## config.mk

```make
export PLATFORM = sky130hd
export DESIGN_NAME = sky130_ram_1p_host_adapter
export DESIGN_NICKNAME = d
export VERILOG_FILES = /design/src/rtl/sky130_ram_1p_host_adapter_pkg.sv /design/src/rtl/sky130_ram_1p_host_adapter_rsp_fifo.sv /design/src/rtl/sky130_ram_1p_host_adapter.sv
export SDC_FILE = /design/constraint.sdc
export NUM_CORES = 1
export LEC_CHECK = 0
export ABC_AREA = 1
export BUFFER_PORTS_ARGS = -buffer_cell sky130_fd_sc_hd__buf_2
export CAP_MARGIN = 20
export CELL_PAD_IN_SITES_DETAIL_PLACEMENT = 1
export CELL_PAD_IN_SITES_GLOBAL_PLACEMENT = 2
export CORE_MARGIN = 2
export CORE_UTILIZATION = 34
export CTS_BUF_LIST = sky130_fd_sc_hd__clkbuf_4 sky130_fd_sc_hd__clkbuf_8
export DETAILED_ROUTE_END_ITERATION = 16
export GPL_ROUTABILITY_DRIVEN = 1
export GPL_TIMING_DRIVEN = 0
export PLACE_DENSITY = 0.91
export RECOVER_POWER = 50
export SYNTH_ARGS = -nofsm -noshare
export SYNTH_HDL_FRONTEND = slang
export SYNTH_SLANG_ARGS = --single-unit
```

## constraint.sdc

```tcl
create_clock -name clk_i -period 12.6 [get_ports clk_i]
set_input_delay 1.26 -clock clk_i [delete_from_list [all_inputs] [get_ports clk_i]]
set_output_delay 1.26 -clock clk_i [all_outputs]
set_load 0.02 [all_outputs]
```

## src/rtl/sky130_ram_1p_host_adapter_pkg.sv

```systemverilog
// Shared types and helpers for the host-side adapter in front of the sky130 1p RAM.
// Byte-mask classification is what decides between a direct write and a read-modify-write.
package ram_1p_host_pkg;

  localparam int ByteW = 8;

  typedef enum logic {
    IDLE,
    RMW_MERGE
  } state_e;

  typedef enum logic [1:0] {
    BYTE_NONE,
    BYTE_PARTIAL,
    BYTE_FULL
  } byte_class_e;

  function automatic byte_class_e byte_mask_expand(input logic [ByteW-1:0] mask);
    if (&mask) begin
      return BYTE_FULL;
    end
    if (|mask) begin
      return BYTE_PARTIAL;
    end
    return BYTE_NONE;
  endfunction

endpackage

```

## src/rtl/sky130_ram_1p_host_adapter_rsp_fifo.sv

```systemverilog
// Ordered response queue for the host adapter; one push and one pop per cycle.
// A push into a full queue is accepted only when a pop frees a slot in the same cycle.
module ram_1p_rsp_fifo
  import ram_1p_host_pkg::*;
#(
  parameter int Width = 32,
  parameter int Depth = 2,
  localparam int PtrW = $clog2(Depth),
  localparam int CntW = $clog2(Depth + 1)
) (
  input  logic             clk_i,
  input  logic             rst_ni,
  input  logic             push_i,
  input  logic [Width-1:0] wdata_i,
  input  logic             pop_i,
  output logic [CntW-1:0]  count_o,
  output logic             empty_o,
  output logic [Width-1:0] head_o
);

  logic [Width-1:0] mem_q [Depth];
  logic [PtrW-1:0]  wrPtr_q, rdPtr_q;
  logic [CntW-1:0]  count_q;
  logic             pushEn, popEn, full;

  function automatic logic [PtrW-1:0] incPtr(input logic [PtrW-1:0] ptr);
    return (ptr == PtrW'(Depth - 1)) ? '0 : ptr + 1'b1;
  endfunction

  assign full    = (count_q == CntW'(Depth));
  assign empty_o = (count_q == '0);
  assign popEn   = pop_i & ~empty_o;
  assign pushEn  = push_i & (~full | popEn);
  assign count_o = count_q;
  assign head_o  = empty_o ? '0 : mem_q[rdPtr_q];

  always_ff @(posedge clk_i) begin
    if (!rst_ni) begin
      wrPtr_q <= '0;
      rdPtr_q <= '0;
      count_q <= '0;
    end else begin
      if (pushEn) begin
        wrPtr_q <= incPtr(wrPtr_q);
      end
      if (popEn) begin
        rdPtr_q <= incPtr(rdPtr_q);
      end
      count_q <= count_q + CntW'(pushEn) - CntW'(popEn);
    end
  end

  always_ff @(posedge clk_i) begin
    if (pushEn) begin
      mem_q[wrPtr_q] <= wdata_i;
    end
  end

endmodule

```

## src/rtl/sky130_ram_1p_host_adapter.sv

```systemverilog
// Host req/gnt + rvalid/rready front end for the sky130 single-port RAM.
// Sub-byte writes are turned into a RAM read followed by a merged whole-byte write.
module sky130_ram_1p_host_adapter
  import ram_1p_host_pkg::*;
#(
  parameter int Width    = 32,
  parameter int Depth    = 512,
  parameter int RspDepth = 2,
  localparam int Aw      = $clog2(Depth)
) (
  input  logic             clk_i,
  input  logic             rst_ni,
  input  logic             req_i,
  output logic             gnt_o,
  input  logic             we_i,
  input  logic [Aw-1:0]    addr_i,
  input  logic [Width-1:0] wdata_i,
  input  logic [Width-1:0] wmask_i,
  output logic             rvalid_o,
  input  logic             rready_i,
  output logic [Width-1:0] rdata_o,
  output logic             ram_req_o,
  output logic             ram_write_o,
  output logic [Aw-1:0]    ram_addr_o,
  output logic [Width-1:0] ram_wdata_o,
  output logic [Width-1:0] ram_wmask_o,
  input  logic [Width-1:0] ram_rdata_i
);

  localparam int NumBytes = Width / ByteW;
  localparam int CntW     = $clog2(RspDepth + 1);

  typedef struct packed {
    logic [Width-1:0] rdata;
  } rsp_t;

  state_e           state_q, state_d;
  logic [Aw-1:0]    addr_q;
  logic [Width-1:0] wdata_q, wmask_q;
  logic             pendValid_q, pendValid_d;
  logic             pendIsRead_q, pendIsRead_d;
  logic             captureRmw, creditOk, pop, anyPartial, fifoEmpty;
  logic [Width-1:0] fullMask, touchedMask, mergedData;
  logic [CntW-1:0]  fifoCnt;
  int               occupancy;
  rsp_t             pushRsp, headRsp;

  assign pop      = rvalid_o & rready_i;
  assign rvalid_o = ~fifoEmpty;
  assign rdata_o  = headRsp.rdata;

  always_comb begin
    anyPartial  = 1'b0;
    fullMask    = '0;
    touchedMask = '0;
    for (int b = 0; b < NumBytes; b++) begin
      anyPartial = anyPartial |
                   (byte_mask_expand(wmask_i[b*ByteW +: ByteW]) == BYTE_PARTIAL);
      fullMask[b*ByteW +: ByteW] =
          {ByteW{byte_mask_expand(wmask_i[b*ByteW +: ByteW]) == BYTE_FULL}};
      touchedMask[b*ByteW +: ByteW] = {ByteW{|wmask_q[b*ByteW +: ByteW]}};
    end
  end

  assign mergedData = (ram_rdata_i & ~wmask_q) | (wdata_q & wmask_q);

  // The in-flight response counts against the queue even before it is pushed.
  always_comb begin
    occupancy = int'(fifoCnt) + int'(pendValid_q) - int'(pop);
    creditOk  = occupancy < RspDepth;
  end

  always_comb begin
    state_d      = state_q;
    gnt_o        = 1'b0;
    ram_req_o    = 1'b0;
    ram_write_o  = 1'b0;
    ram_addr_o   = addr_i;
    ram_wdata_o  = wdata_i;
    ram_wmask_o  = '0;
    captureRmw   = 1'b0;
    pendIsRead_d = 1'b0;
    if (rst_ni) begin
      unique case (state_q)
        IDLE: begin
          if (req_i && creditOk) begin
            if (!we_i) begin
              gnt_o        = 1'b1;
              ram_req_o    = 1'b1;
              pendIsRead_d = 1'b1;
            end else if (anyPartial) begin
              ram_req_o  = 1'b1;
              captureRmw = 1'b1;
              state_d    = RMW_MERGE;
            end else begin
              gnt_o       = 1'b1;
              ram_req_o   = |fullMask;
              ram_write_o = |fullMask;
              ram_wmask_o = fullMask;
            end
          end
        end
        RMW_MERGE: begin
          gnt_o       = 1'b1;
          ram_req_o   = 1'b1;
          ram_write_o = 1'b1;
          ram_addr_o  = addr_q;
          ram_wdata_o = mergedData;
          ram_wmask_o = touchedMask;
          state_d     = IDLE;
        end
        default: state_d = IDLE;
      endcase
    end
  end

  assign pendValid_d = gnt_o;

  always_ff @(posedge clk_i) begin
    if (!rst_ni) begin
      state_q      <= IDLE;
      pendValid_q  <= 1'b0;
      pendIsRead_q <= 1'b0;
    end else begin
      state_q      <= state_d;
      pendValid_q  <= pendValid_d;
      pendIsRead_q <= pendIsRead_d;
    end
  end

  always_ff @(posedge clk_i) begin
    if (captureRmw) begin
      addr_q  <= addr_i;
      wdata_q <= wdata_i;
      wmask_q <= wmask_i;
    end
  end

  // RAM read data is only valid the cycle after the read, which is the push cycle.
  assign pushRsp.rdata = pendIsRead_q ? ram_rdata_i : '0;

  ram_1p_rsp_fifo #(
    .Width($bits(rsp_t)),
    .Depth(RspDepth)
  ) u_rsp_fifo (
    .clk_i  (clk_i),
    .rst_ni (rst_ni),
    .push_i (pendValid_q),
    .wdata_i(pushRsp),
    .pop_i  (pop),
    .count_o(fifoCnt),
    .empty_o(fifoEmpty),
    .head_o (headRsp)
  );

endmodule

```

# Word-level counts from Yosys, hierarchy flattened
# Memories as Yosys holds them, arrays and structs flattened. A register that Yosys moved wholly into a read port is not among the register bits.
# Cells that the tools add are included.
# classes
add_sub_neg,6
n_lt_le_gt_ge,1
n_eq_ne,9
muxes,67
bitwise_logic,16
reduce_logical,16
# ops
operator,n
32-bit two-way mux,8
32-bit AND,2
32-bit case mux with 2 select lines,1
8-bit OR reduction,8
1-bit two-way mux,36
2-bit two-way mux,16
32-bit inverter,1
32-bit bitwise OR,1
8-bit AND reduction,4
9-bit two-way mux,2
"2-bit equality test, second input constant",5
"2-bit by 1-bit equality test with 1-bit output, second input constant",4
1-bit case mux with 2 select lines,4
1-bit inverter,5
"4-bit by 3-bit < comparator with 1-bit output, second input constant",1
1-bit bitwise OR,4
4-bit OR reduction,1
3-bit by 1-bit subtractor with 4-bit output,1
2-bit by 1-bit adder with 3-bit output,1
1-bit AND,3
3-bit OR reduction,1
"1-bit adder, second input constant",2
2-bit by 1-bit adder with 2-bit output,1
2-bit logical NOT,1
2 further kinds,2
# totals
ff_bits,80
ram_bits,64
inputBits,110
output_inout_bits,109
elab_cells,125
mem_count,1
# mem_list
memory,depth,word_bits,rd,rd_ports_with_merged_regs,wr,line,source
u_rsp_fifo.mem_q,2,32,1,1,1,sky130_ram_1p_host_adapter_rsp_fifo.sv:21,logic [Width-1:0] mem_q [Depth];

# Logic depth before layout (Yosys ltp)
# depth
depth_word,14
ltp_mapped,16
ltp_nobuf,14

# Hierarchy
# From an unflattened synthesis, not the netlist that was laid out.
# unflattened
hier_cells,690
hier_area_um2,6799.0
# modules_own_cells
mod,instances,cells_each,area_per_inst_um2,seq_area_each_um2
sky130_ram_1p_host_adapter,1,483,4149.0,2252.2
ram_1p_rsp_fifo,1,207,2650.0,2021.9

# Least setup slack after synthesis
# Ideal clock, no wire load.
# synth_path
path_type,input -> register
from,input rready_i
to,"register addr_q[0], enable pin"
setup_ns,0.505
arrival_time_ns,5.766
required_ns,12.095
setup_slack_ns,6.329
cell_stages,12
path_buffers,0
path_cell_list,inv_1 nor2_1 ha_1 inv_1 nand2_1 fa_1 nand3_2 nand2_2 nand2_4 nor2_4 nand2_2 nor2_1
# synth_via
elab_chain_cells,7
# synth_rtl
item,line,source
from (decl),sky130_ram_1p_host_adapter.sv:20,"input logic rready_i,"
1-bit AND,sky130_ram_1p_host_adapter.sv:48,assign pop = rvalid_o & rready_i;
3-bit by 1-bit subtractor with 4-bit output,sky130_ram_1p_host_adapter.sv:69,occupancy = int'(fifoCnt) + int'(pendValid_q) - int'(pop);
4-bit by 3-bit < comparator with 1-bit output,sky130_ram_1p_host_adapter.sv:70,creditOk = occupancy < RspDepth;
1-bit logical AND,sky130_ram_1p_host_adapter.sv:86,if (req_i && creditOk) begin
1-bit two-way mux,sky130_ram_1p_host_adapter.sv:86,
1-bit two-way mux,sky130_ram_1p_host_adapter.sv:84,unique case (state_q)
1-bit two-way mux,sky130_ram_1p_host_adapter.sv:83,if (rst_ni) begin
via captureRmw,sky130_ram_1p_host_adapter.sv:42,"logic captureRmw, creditOk, pop, anyPartial, fifoEmpty;"
to (signal assigned),sky130_ram_1p_host_adapter.sv:133,addr_q <= addr_i;
to (decl),sky130_ram_1p_host_adapter.sv:38,logic [Aw-1:0] addr_q;
# The timed path passes the listed nets, and every way through them passes these cells.
# A chain may end at the register's enable or synchronous reset.

# Worst setup path after layout
# layout_path
from,register u_rsp_fifo.count_q[1] (netlist: u_rsp_fifo.count_o[1])
to,output ram_wmask_o[10]
# layout_via
elab_chain_cells,9
word_cells_on_any_way,10
cone_classes,add/sub (2); order compare (1); mux (3); bitwise (2); reduce/logical (2)
# layout_rtl
item,line,source
from (decl),sky130_ram_1p_host_adapter_rsp_fifo.sv:23,logic [CntW-1:0] count_q;
from (signal assigned),sky130_ram_1p_host_adapter_rsp_fifo.sv:49,count_q <= count_q + CntW'(pushEn) - CntW'(popEn);
"parallel branches: the longest is 3 deep, another holds 2-bit by 1-bit adder with 3-bit output",-,
3-bit by 1-bit subtractor with 4-bit output *,sky130_ram_1p_host_adapter.sv:69,
4-bit by 3-bit < comparator with 1-bit output *,sky130_ram_1p_host_adapter.sv:70,
1-bit logical AND *,sky130_ram_1p_host_adapter.sv:86,
32-bit two-way mux *,sky130_ram_1p_host_adapter.sv:86,
32-bit case mux with 2 select lines *,sky130_ram_1p_host_adapter.sv:84,
32-bit two-way mux *,sky130_ram_1p_host_adapter.sv:83,
to (decl),sky130_ram_1p_host_adapter.sv:26,"output logic [Width-1:0] ram_wmask_o,"
# Mark *: on every way between the ends.

==> results.md <==
- Status: finished with violations
- Failing checks: capacitance limit, slew limit
- Flip-flop and latch count after synthesis: approximately 150
- Slew Limit Fails: 33
- Congestion Overflow GR: 0
- HPWL after DPL: 15.9 mm
- Total GRT Usage: 0.195
- Area Overhead vs Synth: 26.0%
- Core Area: around 0.02 mm^2
- Crit Path Class: reg -> out
- DR iter-0 viols: 260
- CP Launch Type: flop
- Net Count, Synth: between 800 and 900
- GP Congestion: 0.832
- # clock sinks: 145
- Routed Antenna Nets: 0
- Post-Synth Simple-Gate Area: 0.182
- Nets: 1050
- Post-Synth Adder-Cell Area: 0.0121
- Crit Path Max Fanout: 10
- Leakage: roughly 3.9 nW
- Avg Vias per Cell: 4.57
- DR vias: about 5500
- Finished Layout Cells: 1214
- Max-cap violations: 1
- DR DRC count: 0
- Yosys warns: 0
- CTS H-Tree Depth: 4
- Cell Pwr Density: 176 mW/mm^2
- # rows: 51
- Post-CTS Setup Repair Bufs: 0
- RSZ-0062 raised after global routing: false
- Setup tns final: 0 ns
- Synth Area in XOR/XNOR: 0.00128
- Largest family of logic cells by synthesized area: simple AND/OR/NAND/NOR gates
- Final Skew: 0.0154 ns
- Die H: about 150 um
- # setup viols final: 0
- Post-synthesis compound-gate area fraction: 0.0887
- Post-route cell area: around 0.0086 mm^2
- Synth Instances: between 600 and 700
- Largest net degree at the start of global routing: 33
- FF+latch area: 0.00427 mm^2
- Syn Area/Cell: approximately 9.8 um^2
- Post_cts resized: 0
- First-pass GRT wire length: ~32 mm
- Number of primary I/O pins: 219
- PortBufs: 216
- Register area share after synthesis: 0.625
- Yosys top cell area share: 0.601
- Cell count after placement: ~1200
- WL/cell: 16.7 um
- Crit end category: primary output
- Mapped Area: a little under 0.007 mm^2
- Skew-Pair Late Insertion Delay: 0.45 ns
- Worst-Margin Slew: 2.74 ns
- Fmax: just under 0.2 GHz
- Drt first pass iters: 5
- Synth top area cells: edfxtp_1, nand2_1, a21oi_1
- Fraction of layout cells with a size suffix above 1: 0.254
- Cts bufs inserted: 17
- CTS root buffer: clkbuf_8
- Number of global-route vias before repair: 5900
- Distinct cell type count after synthesis: 26
- Placed cell areas: around 0.0084 mm^2
- Yosys top cell by area: edfxtp_1
- HP Class: reg -> reg
- Minimum clock period: about 5.2 ns
- FILL cells: 2398
- Max clock buf depth: 2
- Starting Density: 0.349
- Mux share of post-synthesis cell area: 0
- Final wirelength: around 20 mm
- Worst path required time: between 10 and 15 ns
- Final core utilization: 0.440
- Reg clk slew, reported paths: 0.08 ns
- Die X: 146 um
- Initial antenna violation count: 2
- Period utilization: 0.409
- Footprint of the multi-input gates: 0.00195 mm^2
- Slew headroom: -0.832
- Worst EP arrival: 3.90 ns
- Hold Vio Cnt, Final: 0
- Hold Buf Count CTS: 0
- CTS tree: yes
- Die area: 0.0213 mm^2
- Max IR drop VDD: 0.0000687 V
[synthesized netlist by cell type]
cell type    n
nand2_1    191
edfxtp_1   137
a21oi_1    103
inv_1       79
nor2_1      61
buf_4       29
buf_2       13
nand3_1     13
clkbuf_1     9
dfxtp_1      8
nand4_1      8
nor2_2       8
nand2_2      6
ha_1         5
o21ai_0      5
o21ai_2      4
inv_2        3
nand2_4      3
nand3_2      2
nor3_1       2
o31ai_1      2
fa_1         1
nor2_4       1
nor2_8       1
o21ai_4      1
xor2_1       1
[final timing paths]
check,start,endpoint,slack (ns),cells past startpoint
max,u_rsp_fifo.count_o[1],ram_wmask_o[10],7.44,15
min reg2reg,u_rsp_fifo.rdPtr_q,u_rsp_fifo.rdPtr_q,0.47,1
max reg2reg,u_rsp_fifo.count_o[1],wmask_q[31],8.81,14
min,u_rsp_fifo.rdPtr_q,u_rsp_fifo.rdPtr_q,0.47,1
[cells in the final DEF (no fill, tap or decap), types with 13 or more instances in the layout]
cell type	count
nand2_1	191
buf_2	150
edfxtp_1	137
a21oi_1	103
clkbuf_1	88
inv_1	79
nor2_1	61
buf_4	29
clkbuf_8	17
nand3_1	13
[state kept, by name (all words and copies together) (netlist names), named ones only]
signal,cells
addr_q,9
pendIsRead_q,1
pendValid_q,1
state_q,1
u_rsp_fifo.count_o,2
u_rsp_fifo.mem_q,64
u_rsp_fifo.rdPtr_q,1
u_rsp_fifo.wrPtr_q,1
wdata_q,32
wmask_q,32
[layout make-up]
| type | instances | share of cell area |
|---|---|---|
| well taps | 265 | 0.0385 |
| multi-input cells | 418 | 0.226 |
| repair buffers | 219 | 0.120 |
| clock inverters | 14 | 0.0192 |
| diodes | 2 | 0.000580 |
| clock buffers | 18 | 0.0280 |
| flip-flops and latches | 145 | 0.496 |
| plain buffers | 51 | 0.0367 |
| inverters | 82 | 0.0357 |
[stage by stage]
step	total power (W)	hold WS [ns]	setup WS, ns
6_report	0.00151	0.465	7.44
3_5_place_dp	0.00116	0.449	7.50
4_1_cts	0.00154	0.461	7.35
2_1_floorplan	0.000962	0.426	6.33
3_3_place_gp	0.00114	0.434	4.64
5_1_grt	0.00160	0.493	7.12
[power by group]
group	internal, W	leakage, nW	switching (W)	total [W]
sequential	0.000612	1.33	0.0000255	0.000637
clock	0.000197	0.196	0.000185	0.000382
combinational	0.000148	2.39	0.000347	0.000495
[routing by layer]
| layer | part of all wire | routed length, um | global-route usage |
|---|---|---|---|
| met5 | 0 | 0 | 0 |
| met4 | 0.030 | 615 | 0.0833 |
| met3 | 0.045 | 910 | 0.0429 |
| met2 | 0.49 | 9970 | 0.331 |
| met1 | 0.43 | 8780 | 0.241 |
[kinds of logic (layout without fill, tap and decap cells)]
logic type | count (synthesis) | in the layout
fa+ha+maj | 6 | 6
xor+xnor | 1 | 1
compound gates | 115 | 115
flops | 145 | 145
simple gates | 296 | 296
buf+inv | 133 | 384
other cells | 0 | 2
[critical path, stage by stage (launching register included)]
cell and delay [ns]:
dfxtp_1 0.40, nor2_2 0.35, buf_2 0.31, nor2_1 0.09, ha_1 0.27, inv_1 0.07
nand2_1 0.06, fa_1 0.50, nand3_2 0.08, nand2_2 0.11, nand2_4 0.09, nor2_1 0.10
nand3_1 0.09, a21oi_1 0.54, buf_4 0.21, buf_2 0.16
No activity file was read; power rests on OpenSTA's default activity.
